**src/rtl/prom_access_arbiter_pkg.sv**
```systemverilog
// -----------------------------------------------------------------------------
// prom_access_arbiter_pkg
// Shared definitions for the PROM access arbiter and other board arbiters:
// FSM state encodings, requester/pointer limits, wait counter width and the
// modulo-NREQ pointer increment helper.
// -----------------------------------------------------------------------------
package prom_access_arbiter_pkg;

    localparam int MAX_REQ = 4;   // largest requester count supported
    localparam int CNT_W   = 4;   // wait counter width (WAIT_CYC 0..15)
    localparam int PTR_W   = 2;   // round-robin pointer / grant index width

    typedef enum logic [1:0] {
        ST_IDLE    = 2'd0,
        ST_ACCESS  = 2'd1,
        ST_CAPTURE = 2'd2
    } state_t;

    // Next round-robin pointer: one past the served requester, wrapping at
    // nreq (not at the 2-bit pointer range).
    function automatic logic [PTR_W-1:0] ptr_inc(input logic [PTR_W-1:0] p,
                                                  input int              nreq);
        logic [PTR_W-1:0] nxt;
        if (int'(p) >= nreq - 1) begin
            nxt = 2'd0;
        end else begin
            nxt = p + 2'd1;
        end
        return nxt;
    endfunction

endpackage

```
**src/rtl/prom_access_arbiter_if.sv**
```systemverilog
// -----------------------------------------------------------------------------
// prom_access_arbiter_if
// Bundles the requester-side bus (req/addr/ack/rdata), the PROM-side bus
// (prom_e/prom_a/prom_q) and the busy flag of the PROM access arbiter.
//   slave  : view of the arbiter (takes requests and PROM data, drives the rest)
//   master : view of the requesters plus PROM model around the arbiter
// -----------------------------------------------------------------------------
interface prom_access_arbiter_if #(
    parameter int NREQ = 2,
    parameter int AW   = 5,
    parameter int DW   = 8
) ();

    logic [NREQ-1:0]    req;
    logic [NREQ*AW-1:0] addr;
    logic [NREQ-1:0]    ack;
    logic [NREQ*DW-1:0] rdata;
    logic               prom_e;
    logic [AW-1:0]      prom_a;
    logic [DW-1:0]      prom_q;
    logic               busy;

    modport slave (
        input  req, addr, prom_q,
        output ack, rdata, prom_e, prom_a, busy
    );

    modport master (
        output req, addr, prom_q,
        input  ack, rdata, prom_e, prom_a, busy
    );

endinterface

```
**src/rtl/prom_access_arbiter_rr_pick.sv**
```systemverilog
// -----------------------------------------------------------------------------
// prom_access_arbiter_rr_pick
// Combinational round-robin picker: returns the index of the first set request
// bit at or after ptr, wrapping past NREQ-1 back to 0.
//   ptr       in   pointer, highest-priority requester (must be < NREQ)
//   req       in   request vector
//   grant     out  winning requester index (0 when nothing is requested)
//   any_valid out  at least one request bit is set
// -----------------------------------------------------------------------------
module prom_access_arbiter_rr_pick
    import prom_access_arbiter_pkg::*;
#(
    parameter int NREQ = 2
) (
    input  logic [PTR_W-1:0] ptr,
    input  logic [NREQ-1:0]  req,
    output logic [PTR_W-1:0] grant,
    output logic             any_valid
);

    // Two descending scans: the first yields the lowest set bit overall (the
    // wrap-around winner); the second overrides it with the lowest set bit at
    // or after ptr whenever one exists.
    always_comb begin
        grant     = 2'd0;
        any_valid = 1'b0;
        for (int i = NREQ - 1; i >= 0; i--) begin
            grant     = req[i] ? 2'(i) : grant;
            any_valid = req[i] ? 1'b1  : any_valid;
        end
        for (int i = NREQ - 1; i >= 0; i--) begin
            grant = (req[i] && (i >= int'(ptr))) ? 2'(i) : grant;
        end
    end

endmodule

```
**src/rtl/prom_access_arbiter.sv**
```systemverilog
// -----------------------------------------------------------------------------
// prom_access_arbiter
// Shares one asynchronous-read PROM between NREQ clocked requesters with a
// round-robin grant. An access drives prom_a/prom_e, waits WAIT_CYC extra
// clocks for address-access and enable time, captures prom_q into the
// granted requester's rdata slot and pulses that requester's ack once.
// Ports:
//   clk   in  system clock, rising edge
//   rst   in  synchronous active-high reset (aborts an access without ack)
//   bus   slave modport: req/addr in, ack/rdata out, prom_e/prom_a out,
//         prom_q in, busy out (high whenever the FSM is not idle)
// Timing: req seen at edge N in idle -> ack at edge N+2+WAIT_CYC; one access
// every 3+WAIT_CYC clocks.
// -----------------------------------------------------------------------------
module prom_access_arbiter
    import prom_access_arbiter_pkg::*;
#(
    parameter int NREQ     = 2,
    parameter int AW       = 5,
    parameter int DW       = 8,
    parameter int WAIT_CYC = 2
) (
    input  logic                  clk,
    input  logic                  rst,
    prom_access_arbiter_if.slave  bus
);

    localparam logic [CNT_W-1:0] WAIT_LD = CNT_W'(WAIT_CYC);

    state_t             state_q,  state_d;
    logic [CNT_W-1:0]   cnt_q,    cnt_d;
    logic [PTR_W-1:0]   ptr_q,    ptr_d;
    logic [PTR_W-1:0]   grant_q,  grant_d;
    logic               prom_e_q, prom_e_d;
    logic [AW-1:0]      prom_a_q, prom_a_d;
    logic [NREQ-1:0]    ack_q,    ack_d;
    logic [NREQ*DW-1:0] rdata_q,  rdata_d;
    logic               busy_q,   busy_d;

    logic [PTR_W-1:0]   pick_grant_s;
    logic               pick_valid_s;
    logic [AW-1:0]      addr_sel_s;

    prom_access_arbiter_rr_pick #(
        .NREQ (NREQ)
    ) u_rr_pick (
        .ptr       (ptr_q),
        .req       (bus.req),
        .grant     (pick_grant_s),
        .any_valid (pick_valid_s)
    );

    // Address of the requester the picker would grant this cycle.
    always_comb begin
        addr_sel_s = '0;
        for (int i = 0; i < NREQ; i++) begin
            addr_sel_s = (pick_grant_s == 2'(i)) ? bus.addr[i*AW +: AW] : addr_sel_s;
        end
    end

    // FSM next-state and datapath next values.
    always_comb begin
        state_d  = state_q;
        cnt_d    = cnt_q;
        ptr_d    = ptr_q;
        grant_d  = grant_q;
        prom_e_d = prom_e_q;
        prom_a_d = prom_a_q;
        ack_d    = '0;
        rdata_d  = rdata_q;
        busy_d   = busy_q;

        case (state_q)
            ST_IDLE: begin
                if (pick_valid_s) begin
                    // Address is sampled only here; later addr changes are
                    // ignored for the rest of this access.
                    state_d  = ST_ACCESS;
                    grant_d  = pick_grant_s;
                    prom_a_d = addr_sel_s;
                    prom_e_d = 1'b1;
                    cnt_d    = WAIT_LD;
                    busy_d   = 1'b1;
                end else begin
                    prom_e_d = 1'b0;
                    busy_d   = 1'b0;
                end
            end

            ST_ACCESS: begin
                busy_d = 1'b1;
                if (cnt_q == 4'd0) begin
                    state_d = ST_CAPTURE;
                end else begin
                    cnt_d = cnt_q - 4'd1;
                end
            end

            ST_CAPTURE: begin
                for (int i = 0; i < NREQ; i++) begin
                    if (grant_q == 2'(i)) begin
                        rdata_d[i*DW +: DW] = bus.prom_q;
                        ack_d[i]            = 1'b1;
                    end else begin
                        rdata_d[i*DW +: DW] = rdata_q[i*DW +: DW];
                        ack_d[i]            = 1'b0;
                    end
                end
                prom_e_d = 1'b0;
                ptr_d    = ptr_inc(grant_q, NREQ);
                state_d  = ST_IDLE;
                busy_d   = 1'b0;
            end

            default: begin
                state_d  = ST_IDLE;
                prom_e_d = 1'b0;
                busy_d   = 1'b0;
            end
        endcase
    end

    // State and output registers with synchronous reset.
    always_ff @(posedge clk) begin
        if (rst) begin
            state_q  <= ST_IDLE;
            cnt_q    <= 4'd0;
            ptr_q    <= 2'd0;
            grant_q  <= 2'd0;
            prom_e_q <= 1'b0;
            prom_a_q <= '0;
            ack_q    <= '0;
            rdata_q  <= '0;
            busy_q   <= 1'b0;
        end else begin
            state_q  <= state_d;
            cnt_q    <= cnt_d;
            ptr_q    <= ptr_d;
            grant_q  <= grant_d;
            prom_e_q <= prom_e_d;
            prom_a_q <= prom_a_d;
            ack_q    <= ack_d;
            rdata_q  <= rdata_d;
            busy_q   <= busy_d;
        end
    end

    assign bus.ack    = ack_q;
    assign bus.rdata  = rdata_q;
    assign bus.prom_e = prom_e_q;
    assign bus.prom_a = prom_a_q;
    assign bus.busy   = busy_q;

endmodule
```
**src/flat_wrapper.sv**
```systemverilog
// flat-port wrapper written by rule: the top's interface ports become plain ports
module prom_access_arbiter_flat import prom_access_arbiter_pkg::*;
#(
    parameter int NREQ     = 2,
    parameter int AW       = 5,
    parameter int DW       = 8,
    parameter int WAIT_CYC = 2
)
  (clk, rst, bus_req, bus_addr, bus_prom_q, bus_ack, bus_rdata, bus_prom_e, bus_prom_a, bus_busy);
  prom_access_arbiter_if #(.NREQ(NREQ), .AW(AW), .DW(DW)) bus_i ();
  input  logic clk;
  input  logic rst;
  input wire logic [$bits(bus_i.req)-1:0] bus_req;
  input wire logic [$bits(bus_i.addr)-1:0] bus_addr;
  input wire logic [$bits(bus_i.prom_q)-1:0] bus_prom_q;
  output wire logic [$bits(bus_i.ack)-1:0] bus_ack;
  output wire logic [$bits(bus_i.rdata)-1:0] bus_rdata;
  output wire logic [$bits(bus_i.prom_e)-1:0] bus_prom_e;
  output wire logic [$bits(bus_i.prom_a)-1:0] bus_prom_a;
  output wire logic [$bits(bus_i.busy)-1:0] bus_busy;
  assign bus_i.req = bus_req;
  assign bus_i.addr = bus_addr;
  assign bus_i.prom_q = bus_prom_q;
  assign bus_ack = bus_i.ack;
  assign bus_rdata = bus_i.rdata;
  assign bus_prom_e = bus_i.prom_e;
  assign bus_prom_a = bus_i.prom_a;
  assign bus_busy = bus_i.busy;
  prom_access_arbiter #(.NREQ(NREQ), .AW(AW), .DW(DW), .WAIT_CYC(WAIT_CYC)) u_core (.clk(clk), .rst(rst), .bus(bus_i));
endmodule
```
**config.mk**
```make
export PLATFORM = sky130hd
export DESIGN_NAME = prom_access_arbiter_flat
export DESIGN_NICKNAME = d
export VERILOG_FILES = /design/src/rtl/prom_access_arbiter_pkg.sv /design/src/rtl/prom_access_arbiter_if.sv /design/src/rtl/prom_access_arbiter_rr_pick.sv /design/src/rtl/prom_access_arbiter.sv /design/src/flat_wrapper.sv
export SDC_FILE = /design/constraint.sdc
export NUM_CORES = 1
export LEC_CHECK = 0
export BUFFER_PORTS_ARGS = -buffer_cell sky130_fd_sc_hd__clkbuf_2
export CORE_MARGIN = 2
export CORE_UTILIZATION = 37
export DETAILED_ROUTE_END_ITERATION = 6
export GPL_TIMING_DRIVEN = 1
export PLACE_DENSITY = 0.69
export SLEW_MARGIN = 30
export SYNTH_ARGS = -nofsm -noshare
export SYNTH_HDL_FRONTEND = slang
export SYNTH_HIERARCHICAL = 1
export SYNTH_SLANG_ARGS = --single-unit
```
**constraint.sdc**
```tcl
create_clock -name clk -period 2.74 [get_ports clk]
set_input_delay 0.137 -clock clk [delete_from_list [all_inputs] [get_ports clk]]
set_output_delay 0.137 -clock clk [all_outputs]
set_load 0.02 [all_outputs]
```
# Word-level counts from Yosys, hierarchy flattened
# Cells that the tools add are included.
# word_totals
out_inout_bits	25
elab_cells	56
register_bits	35
inputBits	22
# classes
n_bitwise	1
n_eq_ne	7
addsub	2
n_reduce_logical	13
n_mux	20
magnitude_cmp	3
# op_table
operator	n
2-to-1 mux 2 bit	6
2-to-1 mux 5 bit	2
2-to-1 mux 4 bit	2
one-hot mux 4 bit (2 select lines)	1
AND reduction 2 bit	4
equality test 2 x 1 -> 1 bit (second input constant)	3
zero test 2 bit	3
2-to-1 mux 1 bit	6
greater-or-equal comparator 1 x 2 -> 1 bit (first input constant)	2
zero test 4 bit	1
!= test 2 x 1 -> 1 bit (second input constant)	2
one-hot mux 1 bit (2 select lines)	2
one-hot mux 2 bit (2 select lines)	1
subtractor 4 x 1 -> 4 bit (second input constant)	1
AND reduction 3 bit	1
adder 2 x 1 -> 2 bit (second input constant)	1
equality test 2 bit (second input constant)	1
greater-or-equal comparator 2 x 1 -> 1 bit (second input constant)	1
logical AND 1 bit	2
!= test 2 bit (second input constant)	1
nonzero test 2 bit	1
OR reduction 2 bit	1
NOT 1 bit	1

# Longest topological paths before layout
# Gate-level depths: netlist (run 1).
# logic_depth
depth_word	7
depth_mapped	6
mapped_depth_nobuf	5

# Modules after synthesis
# The synthesis (run 1) kept the hierarchy.
# by_module_without_submodules
mod	cells_each	area_per_inst_um2	seq_area_each_um2	n_inst
prom_access_arbiter	144	1421.4	700.7	1
prom_access_arbiter_rr_pick	5	31.3	0.0	1

# Worst setup path after synthesis (run 1)
# Ideal clock, no wire load.
# synth_timing
path_kind	register to register
from	reg u_core.cnt_q[0]
to	reg u_core.cnt_q[0]
setup_time_ps	70
path_stages_with_launch	6
slack_ps	1214
synth_period_minus_slack_ps	1526
t_required_ps	2670
t_arrival_ps	1456
n_path_buf	0
cell_sequence	dfxtp_1 inv_1 ha_1 nor3b_1 or4b_2 a21oi_1
# synth_via
elab_chain_len	3
word_cells_on_any_way	6
classes_between	add/sub (1); eq/ne (1); mux (2); reduce/logical (2)
# synth_lines
element	line	text
from (decl)	prom_access_arbiter.sv:31	logic [CNT_W-1:0] cnt_q, cnt_d;
from (signal assigned)	prom_access_arbiter.sv:137	cnt_q <= cnt_d;
subtractor 4 x 1 -> 4 bit / zero test 4 bit (equally long branches)	prom_access_arbiter.sv:95, prom_access_arbiter.sv:92	
2-to-1 mux 4 bit / != test 2 bit (equally long branches)	n/a	
one-hot mux 4 bit (2 select lines) / AND reduction 3 bit (equally long branches)	n/a	
# Parallel ways exist; a longest one is shown, timed or not. The select of a mux whose other input is x is not followed.
# A chain may end at the register's enable or synchronous reset.

# Worst setup path in the final report (run 1)
# layout_timing
from	reg u_core.ptr_q[1]
to	reg u_core.prom_a_q[3] (netlist: u_core/bus.prom_a[3])
# layout_via
elab_chain_len	7
word_cells_on_any_way	10
classes_between	order compare (2); eq/ne (1); mux (4); reduce/logical (3)
# layout_lines
element	line	text
from (decl)	prom_access_arbiter.sv:32	logic [PTR_W-1:0] ptr_q, ptr_d;
from (signal assigned)	prom_access_arbiter.sv:138	ptr_q <= ptr_d;
greater-or-equal comparator 1 x 2 -> 1 bit	prom_access_arbiter_rr_pick.sv:32	grant = (req[i] && (i >= int'(ptr))) ? 2'(i) : grant;
logical AND 1 bit	prom_access_arbiter_rr_pick.sv:32	
2-to-1 mux 2 bit	prom_access_arbiter_rr_pick.sv:32	
2-to-1 mux 2 bit *	prom_access_arbiter_rr_pick.sv:32	
net u_core.pick_grant_s[0]	prom_access_arbiter.sv:40	logic [PTR_W-1:0] pick_grant_s;
zero test 2 bit	prom_access_arbiter.sv:57	addr_sel_s = (pick_grant_s == 2'(i)) ? bus.addr[i*AW +: AW] : addr_sel_s;
2-to-1 mux 5 bit	prom_access_arbiter.sv:57	
2-to-1 mux 5 bit *	prom_access_arbiter.sv:57	
to (signal assigned)	prom_access_arbiter.sv:141	prom_a_q <= prom_a_d;
to (decl)	prom_access_arbiter.sv:35	logic [AW-1:0] prom_a_q, prom_a_d;
# Mark *: on every way through the listed nets, which the timed path passes. The rest lies on a longest branch.

==> run summary, run 1 <==
Run status: completed
Die Ht: 66.7 um
Post-route minimum period: 1730 ps
Synth Register Bits: 35
Syn_nets: 175
Placeable Area: 3720 um2
Fraction of layout cells with a size suffix above 1: 0.292
Initial antenna violation count: 0
Slew @ Worst Pin: 698 ps
Crit path launch type: flip-flop
Commonest non-fill, non-tap cell in the layout: clkbuf_2
H-tree depth: 2
Asr flop ratio synth: 0
Iteration count of the initial detailed-routing pass: 4
Pint: 906 uW
CTS hold repair buffers: 0
Kind of critical path: flip-flop to flip-flop
Clk buf depth: 2
Ys flop type: dfxtp_1
Clock share of power: 0.314
Arr. time, crit path: 1930 ps
Worst Reg2Reg Path Length in Cells: 5
Final hold violations: 0
Clk_lat worst skew: 280 ps
Dpl hpwl: 1.97 mm
Placed insts: 232
Comb pwr share: 0.216
PnR worst setup slack: 1010 ps
Hold depth: 3
CTS clock-pin slew for the worst setup and hold paths: 70 ps
First-pass GRT wire length: 4.69 mm
Post-DP Area: 1680 um2
Most frequent cells in the layout: 46 x clkbuf_2, 35 x dfxtp_1, 22 x mux2i_1, 19 x nor2_1, 11 x nand2_1
Seq/Total Area, Yosys: 0.482
CP Capture Type: flip-flop
Largest net degree at the start of global routing: 35
Total Wirelength: 2.83 mm
CTS buffer count: 5
Switching Fraction: 0.283
Critical Path Max Stage Delay: 580 ps
FMAX: 579 MHz
Final nets: 217
Fin cells: 240
WL per Instance: 11.8 um
Setup bufs post-CTS: 0
Clock sinks: 35
Fin. max-slew vios: 0
YS warnings: 6
DRC: 0
Sw power: 358 uW
Initial DRC count: 52
IO buf count: 46
Max cap viols: 0
EDFF count, synth: 0
Final Instance Area: 1780 um2
CP max-delay cell: a21boi_1
Area Overhead vs Synth: 22.5%
Syn Inst Count: 149
Clk_skew: 6.40 ps
Post-Synthesis Cell Area: 1450 um2
Vias/cell: 4.92
Die footprint: 4440 um2
Max-slew headroom at the worst pin: 0.534
Total GRT Usage: 0.142
Via count: 1180
Diodes inserted: 0
Pre-CTS setup slack: 1020 ps
Critical-path cell list: nand2b_1 > a21boi_1 > mux2i_1 > or3_1 > a21oi_1
# resized after CTS: 0
Root buf cell: clkbuf_8
# setup viols final: 0
Final period util: 0.631
GRT overflow: 0
Syn avg cell area: 9.75 um2
Met1 global-route usage: 0.171
CTS tree: done
Met3 Track Usage GR: 0.0456
Antenna viol nets, final: 0
Number of distinct library cells after synthesis: 32
Worst EP required: 2940 ps
Worst Hold Class: input port to flip-flop
Crit-path max FO: 6
Top Usage Layer GRT: met2
Initial core utilization: 0.391
Worst vdd ir: 0.314 mV
RSZ-0062 raised after global routing: no
# IOs: 47
PD cells: 710 nW/um2
Setup TNS: 0 ps
Vias in the first global route: 1080
GR met2 Demand/Resource: 0.226
GPL Wtd Cong: 0.664
Die Span X: 66.7 um
Pleak: 0.000882 uW
Sequential share of power: 0.471
# rows: 22
state kept, by name, summed over array words and instances, names as in the netlist:
| name | cells |
|---|---|
| u_core/ptr_q | 2 |
| u_core/cnt_q | 4 |
| u_core/grant_q | 2 |
| u_core/bus.ack | 2 |
| u_core/state_q | 2 |
| u_core/bus.prom_a | 5 |
| u_core/bus.rdata | 16 |
| u_core/bus.prom_e | 1 |
| u_core/bus.busy | 1 |
cells by family after synthesis:
kind of cell / Yosys count / synth area share
other: 1 / 0.00258
and+or+nand+nor: 51 / 0.189
adders and majority gates: 4 / 0.0345
DFF: 35 / 0.482
muxes: 22 / 0.152
AOI/OAI and AO/OA: 20 / 0.0836
buffers and inverters: 16 / 0.0568
routing by layer:
layer | vias up | part of all wire
met2 | 27 | 0.47
met3 | 5 | 0.041
met5 | - | 0
li1 | 592 | -
met1 | 556 | 0.47
met4 | 0 | 0.019
cells in the mapped netlist (2+ instances only):
| library cell | instances | share of area |
|---|---|---|
| or4_1 | 2 | 0.010 |
| a21oi_1 | 10 | 0.034 |
| mux2i_1 | 22 | 0.15 |
| nor3b_1 | 2 | 0.010 |
| nand2_1 | 11 | 0.028 |
| nor2_1 | 19 | 0.049 |
| buf_6 | 2 | 0.016 |
| buf_2 | 2 | 0.0069 |
| or3_1 | 6 | 0.026 |
| ha_1 | 4 | 0.034 |
| nand2b_1 | 2 | 0.0086 |
| inv_1 | 5 | 0.013 |
| clkbuf_1 | 5 | 0.013 |
| nand3b_1 | 2 | 0.010 |
| o21ai_0 | 2 | 0.0069 |
| dfxtp_1 | 35 | 0.48 |
| a211oi_1 | 3 | 0.016 |
power by group through the flow:
stage	logic, uW	clock network (uW)	registers, uW
final	272	397	595
after global routing	305	436	603
after CTS	274	415	595
after floorplan	204	0	615
after global placement	268	0	606
after detailed placement	272	0	606
critical path: cells and delay by family, from the launching register on:
| kind | cells | cell delay (ps) |
|---|---|---|
| AND/OR/NAND/NOR | 2 | 480 |
| AO/OA/AOI/OAI | 2 | 710 |
| flip-flops | 1 | 310 |
| multiplexers | 1 | 150 |
stage by stage:
step                total power [uW]   util  hold slack (ps)
floorplan                        818      -              281
global placement                 873  0.452              387
detailed placement               878  0.452              397
CTS                             1280  0.479              107
global route                    1340  0.479              110
finish                          1260  0.479              112
worst paths after layout:
kind	start	slack, ps	end
worst min-delay path	bus_prom_q[2]	110	u_core/bus.rdata[10]
worst min register to register	u_core/bus.prom_a[4]	450	u_core/bus.prom_a[4]
worst max-delay path	u_core/ptr_q[1]	1010	u_core/bus.prom_a[3]
worst max register to register	u_core/ptr_q[1]	1010	u_core/bus.prom_a[3]
area by class of cell:
class | count | area [um2]
clock buffers | 8 | 100
multi-input cells | 98 | 669
flip-flops and latches | 35 | 701
repair buffers | 46 | 230
fillers | 397 | 1940
inverters | 5 | 18.8
well taps | 48 | 60.1
(Power assumes the default switching activity.)
==> inputs of run 2 (changes only) <==
--- a/config.mk
+++ b/config.mk
@@ -5,6 +5,7 @@
 export SDC_FILE = /design/constraint.sdc
 export NUM_CORES = 1
 export LEC_CHECK = 0
+export ABC_AREA = 1
 export BUFFER_PORTS_ARGS = -buffer_cell sky130_fd_sc_hd__clkbuf_2
 export CORE_MARGIN = 2
 export CORE_UTILIZATION = 37
==> constraint.sdc (replaced) <==
create_clock -name clk -period 1.7 [get_ports clk]
set_input_delay 0.085 -clock clk [delete_from_list [all_inputs] [get_ports clk]]
set_output_delay 0.085 -clock clk [all_outputs]
set_load 0.02 [all_outputs]
==> run 2 against run 1 <==
Effect of this change:
- sequential share of layout area down 1.3 points
- clock skew down 1.7 ps
- utilization up 2.0 points
- synthesized cell count up 26%
- largest cell class unchanged
- worst setup slack worse by 600 ps
- maximum frequency up 34%
- largest power group unchanged
- wire length up 8.7%
- register-to-register slack worse by 600 ps
- first-iteration DRC count up 110%
==> run summary, run 2 <==
Run status: completed
Post-route minimum period: 1290 ps
Synth Register Bits: 35
Clk buf depth: 2
Area leader, netlist: dfxtp_1
RSZ-0062 raised after global routing: no
Ys flop type: dfxtp_1
Seq/Total Area, Yosys: 0.488
Initial core utilization: 0.389
Filler cells: 390
Area Overhead vs Synth: 28.1%
Worst Reg2Reg Path Length in Cells: 5
Final hold violations: 0
Total GRT Usage: 0.154
Iteration count of the initial detailed-routing pass: 4
Placed insts: 277
WL per Instance: 10.8 um
Post-synth top cells: 35 x dfxtp_1, 30 x nand2_1, 25 x nand3_1, 23 x a21oi_1, 17 x nor2_1
GPL Wtd Cong: 0.731
Total Wirelength: 3.08 mm
Fraction of layout cells with a size suffix above 1: 0.283
Critical register-to-register path startpoint: u_core/grant_q[1]
CTS tree: done
CP startpoint: u_core/grant_q[1]
CTS clock-pin slew for the worst setup and hold paths: 70 ps
Crit path launch type: flip-flop
CP Capture Type: flip-flop
Kind of critical path: flip-flop to flip-flop
Max reg flops: 16
Fin. max-slew vios: 0
Crit-path max FO: 10
# IOs: 47
Arr. time, crit path: 1460 ps
Die footprint: 4390 um2
Area occupied by multi-input gates: 609 um2
Setup bufs post-CTS: 0
Pleak: 0.000839 uW
H-tree depth: 2
EDFF count, synth: 0
Via count: 1354
Worst EP required: 1880 ps
Syn_nets: 214
FMAX: 776 MHz
IO buf count: 46
Most frequent cells in the layout: 46 x clkbuf_2, 35 x dfxtp_1, 30 x nand2_1, 25 x nand3_1, 23 x a21oi_1
# rows: 22
Vias in the first global route: 1307
GRT overflow: 0
Final period util: 0.758
YS warnings: 6
Diodes inserted: 0
FF-to-FF End: u_core/bus.rdata[6]
Post-Synthesis Cell Area: 1440 um2
# resized after CTS: 0
DRC: 0
Dominant cells by area after synthesis: dfxtp_1 49%, nand3_1 8.7%, a21oi_1 8.0%, nand2_1 7.8%, nor2_1 4.4%
Die Span X: 66.3 um
Die Ht: 66.3 um
Asr flop ratio synth: 0
Clock sinks: 35
Largest net degree at the start of global routing: 21
Initial DRC count: 108
Dpl hpwl: 2.38 mm
# setup viols final: 0
Placeable Area: 3690 um2
PD cells: 1260 nW/um2
Storage cell area: 701 um2
First-pass GRT wire length: 5.28 mm
Antenna viol nets, final: 0
Final nets: 262
Syn Inst Count: 188
Setup TNS: 0 ps
R2R setup slack: 410 ps
Commonest non-fill, non-tap cell in the layout: clkbuf_2
Clk_lat worst skew: 290 ps
CTS buffer count: 5
CTS hold repair buffers: 0
CP endpoint: u_core/bus.rdata[6]
Max cap viols: 0
Worst vdd ir: 0.693 mV
Fin cells: 285
Worst Hold Class: input port to flip-flop
Syn avg cell area: 7.63 um2
Post-synth top area share: 0.488
Clk_skew: 4.70 ps
Vias/cell: 4.75
Count leader, synth: dfxtp_1
Number of distinct library cells after synthesis: 20
Root buf cell: clkbuf_8
Initial antenna violation count: 0
[run 2: changes by cell type after synthesis, moves of 6 or more]
cell	before	now
inv_1	5	16
or3_1	6	0
nand3_1	0	25
a21oi_1	10	23
nand2_1	11	30
mux2i_1	22	0
o21ai_1	0	7
[run 2: worst min path at each step]
stage	start	endpoint	slack (ps)	cells past startpoint
global placement	bus_prom_q[4]	u_core/bus.rdata[4]	370	3
global route	bus_prom_q[5]	u_core/bus.rdata[13]	50	3
detailed placement	bus_prom_q[5]	u_core/bus.rdata[13]	370	3
finish	bus_prom_q[2]	u_core/bus.rdata[2]	70	3
floorplan	bus_prom_q[7]	u_core/bus.rdata[15]	250	2
CTS	bus_prom_q[2]	u_core/bus.rdata[2]	60	3
[run 2: cells by family (layout without fill, tap and decap cells)]
kind of cell / Yosys count / after routing / share of synthesized area
AND/OR/NAND/NOR: 82 / 82 / 0.258
AO/OA/AOI/OAI: 37 / 37 / 0.129
flip-flops: 35 / 35 / 0.488
buffers and inverters: 29 / 78 / 0.0872
adder cells (fa/ha/maj): 4 / 4 / 0.0349
other: 1 / 1 / 0.00261
[run 2: worst max-delay path: stages (launching register included)]
cell and delay (ps):
dfxtp_1 300, inv_1 90, ha_1 360, nand2_1 250
nand2_1 120, a21oi_1 60
[run 2: area by class of cell]
| class | instances | share of cell area |
|---|---|---|
| clock buffer | 6 | 0.0395 |
| multi-input combinational | 124 | 0.332 |
| timing repair buffer | 50 | 0.142 |
| inverter | 20 | 0.0408 |
| clock inverter | 2 | 0.0327 |
| tap | 48 | 0.0327 |
| sequential | 35 | 0.381 |
[run 2: through the flow]
| stage | setup WS (ps) | hold slack [ps] | util | cell area (um2) | total power, uW |
|---|---|---|---|---|---|
| floorplan | 515 | 249 | - | 1440 | 1320 |
| CTS | 404 | 59.0 | 0.498 | 1840 | 2340 |
| finish | 411 | 67.5 | 0.498 | 1840 | 2310 |
| detailed placement | 409 | 366 | 0.462 | 1710 | 1460 |
| global placement | 467 | 370 | 0.462 | 1710 | 1440 |
| global route | 265 | 53.8 | 0.498 | 1840 | 2450 |
[run 2: layer usage]
metal,global-route usage,up-vias,share of wire
met2,0.263,51,0.43
met3,0.0511,7,0.093
li1,-,706,-
met4,0.0612,0,0.016
met5,0,-,0
met1,0.177,590,0.46
[run 2: power by group]
group | leakage, uW | total [uW] | internal, uW | switching (uW)
sequential | 0.000285 | 953 | 904 | 48.5
clock | 0.0000654 | 876 | 586 | 290
combinational | 0.000488 | 481 | 167 | 314
total | 0.000839 | 2310 | 1660 | 652
==> inputs of run 3 (changes only) <==
--- a/config.mk
+++ b/config.mk
@@ -11,7 +11,7 @@
 export CORE_UTILIZATION = 37
 export DETAILED_ROUTE_END_ITERATION = 6
 export GPL_TIMING_DRIVEN = 1
-export PLACE_DENSITY = 0.69
+export PLACE_DENSITY = 0.72
 export SLEW_MARGIN = 30
 export SYNTH_ARGS = -nofsm -noshare
 export SYNTH_HDL_FRONTEND = slang
==> constraint.sdc (replaced) <==
create_clock -name clk -period 1.1 [get_ports clk]
set_input_delay 0.055 -clock clk [delete_from_list [all_inputs] [get_ports clk]]
set_output_delay 0.055 -clock clk [all_outputs]
set_load 0.02 [all_outputs]
==> run 3 against run 2 <==
Effect of this change:
- via count is 6.8% higher
- sequential power is 57% higher
- count of clock-buffer cells in the layout stayed put
- combinational power grew to 2.6 times the previous value
- sequential share of layout area is 4.8 points lower
- clock power is 2% higher
- cell area is 16% higher
- non-clock buffer count is 17 higher
- first-iteration DRC count is 31% lower
- flip-flop and latch count stayed put
- hold slack worse by 37 ps
- critical path type unchanged
==> run summary, run 3 (synthesis gave the netlist of run 2 again) <==
FMAX: 927 MHz
Via count: 1446
Post-route minimum period: 1080 ps
Final nets: 280
Comb pwr share: 0.344
Max reg flops: 16
Initial DRC count: 74
Die footprint: 4390 um2
Setup TNS: 0 ps
H-tree depth: 2
Initial antenna violation count: 0
Sw power: 1260 uW
Root buf cell: clkbuf_8
Dpl hpwl: 2.44 mm
Vias in the first global route: 1332
Final period util: 0.981
Iteration count of the initial detailed-routing pass: 4
Switching Fraction: 0.343
Area occupied by multi-input gates: 777 um2
Total Wirelength: 3.80 mm
Die Span X: 66.3 um
Storage cell area: 711 um2
Final hold violations: 0
GPL Wtd Cong: 0.786
CTS buffer count: 5
WL per Instance: 12.5 um
CP Capture Type: flip-flop
Initial core utilization: 0.389
Worst Hold Class: input port to flip-flop
Pleak: 0.000948 uW
Diodes inserted: 0
Post-DP Area: 1800 um2
CTS tree: done
# setup viols final: 0
Placeable Area: 3690 um2
Clk_lat worst skew: 290 ps
Die Ht: 66.3 um
Crit-path max FO: 5
Final Power: 3660 uW
Clk_skew: 4.95 ps
Antenna viol nets, final: 0
Largest net degree at the start of global routing: 14
CTS clock-pin slew for the worst setup and hold paths: 70 ps
Most frequent cells in the layout: 45 x clkbuf_2, 29 x dfxtp_1, 26 x nand2_1, 21 x nand3_1, 18 x a21oi_1
Clock sinks: 35
Max cap viols: 0
Worst Reg2Reg Path Length in Cells: 6
Fraction of layout cells with a size suffix above 1: 0.463
Final Instance Area: 2130 um2
Clock share of power: 0.245
Run status: completed
Final Core Density: 0.579
Filler cells: 368
Worst vdd ir: 0.891 mV
Sequential share of power: 0.411
Crit path launch type: flip-flop
Worst EP required: 1320 ps
Hold depth: 3
Clk buf depth: 2
Total GRT Usage: 0.165
# IOs: 47
First-pass GRT wire length: 5.47 mm
Arr. time, crit path: 1300 ps
WHS: 30.3 ps
Kind of critical path: flip-flop to flip-flop
Commonest non-fill, non-tap cell in the layout: clkbuf_2
RSZ-0062 raised after global routing: yes
# rows: 22
GRT overflow: 0
IO buf count: 46
Vias/cell: 4.77
Area Overhead vs Synth: 48.7%
DRC: 0
PD cells: 1710 nW/um2
Pint: 2400 uW
Fin. max-slew vios: 0
[run 3: power by group through the flow]
stage	registers, uW	clock network (uW)	logic [uW]
2_1_floorplan	1570	0	482
3_3_place_gp	1490	0	892
3_5_place_dp	1500	0	901
4_1_cts	1480	917	978
5_1_grt	1520	969	1370
6_report	1500	895	1260
[run 3: per-stage QoR]
| stage | std cells | setup WS, ps |
|---|---|---|
| global placement | 289 | -36.3 |
| detailed placement | 289 | -31.6 |
| global route | 303 | -48.6 |
| floorplan | 188 | 1.07 |
| finish | 303 | 20.9 |
| CTS | 299 | 6.53 |
[run 3: worst max-delay path, stage by stage, from the launching register on]
cell,delay [ps]
dfxtp_4,380
inv_4,50
nor2_4,100
buf_4,140
buf_6,110
nand3_1,80
a21oi_1,160
[run 3: per-layer routing]
metal,wire length (um),GRT usage,share of wire
met5,0,0,0
met4,57,0.0689,0.015
met3,263,0.0596,0.069
met2,1920,0.295,0.51
met1,1560,0.173,0.41
[run 3: timing repair]
item                       in CTS  in global routing
hold buffers                    1                  0
hold endpoints to repair        1                  0
setup endpoints to repair      22                 29
pin swaps                       1                 16
cloned                          0                  2
buffers inserted                1                  2
resized for setup              12                 43
[run 3: area by class of cell]
class | count | area share
clock buffer | 6 | 0.0340
multi-input combinational | 124 | 0.364
clock inverter | 2 | 0.00586
timing repair inverter | 1 | 0.00234
timing repair buffer | 67 | 0.193
tap | 48 | 0.0281
sequential | 35 | 0.333
inverter | 20 | 0.0393
[run 3: worst paths after layout]
| kind | end | slack, ps | startpoint |
|---|---|---|---|
| max | u_core/bus.rdata[8] | 20 | u_core/state_q[1] |
| min | u_core/bus.rdata[3] | 30 | bus_prom_q[3] |
| max reg2reg | u_core/bus.rdata[8] | 20 | u_core/state_q[1] |
| min reg2reg | u_core/bus.rdata[6] | 460 | u_core/bus.rdata[6] |
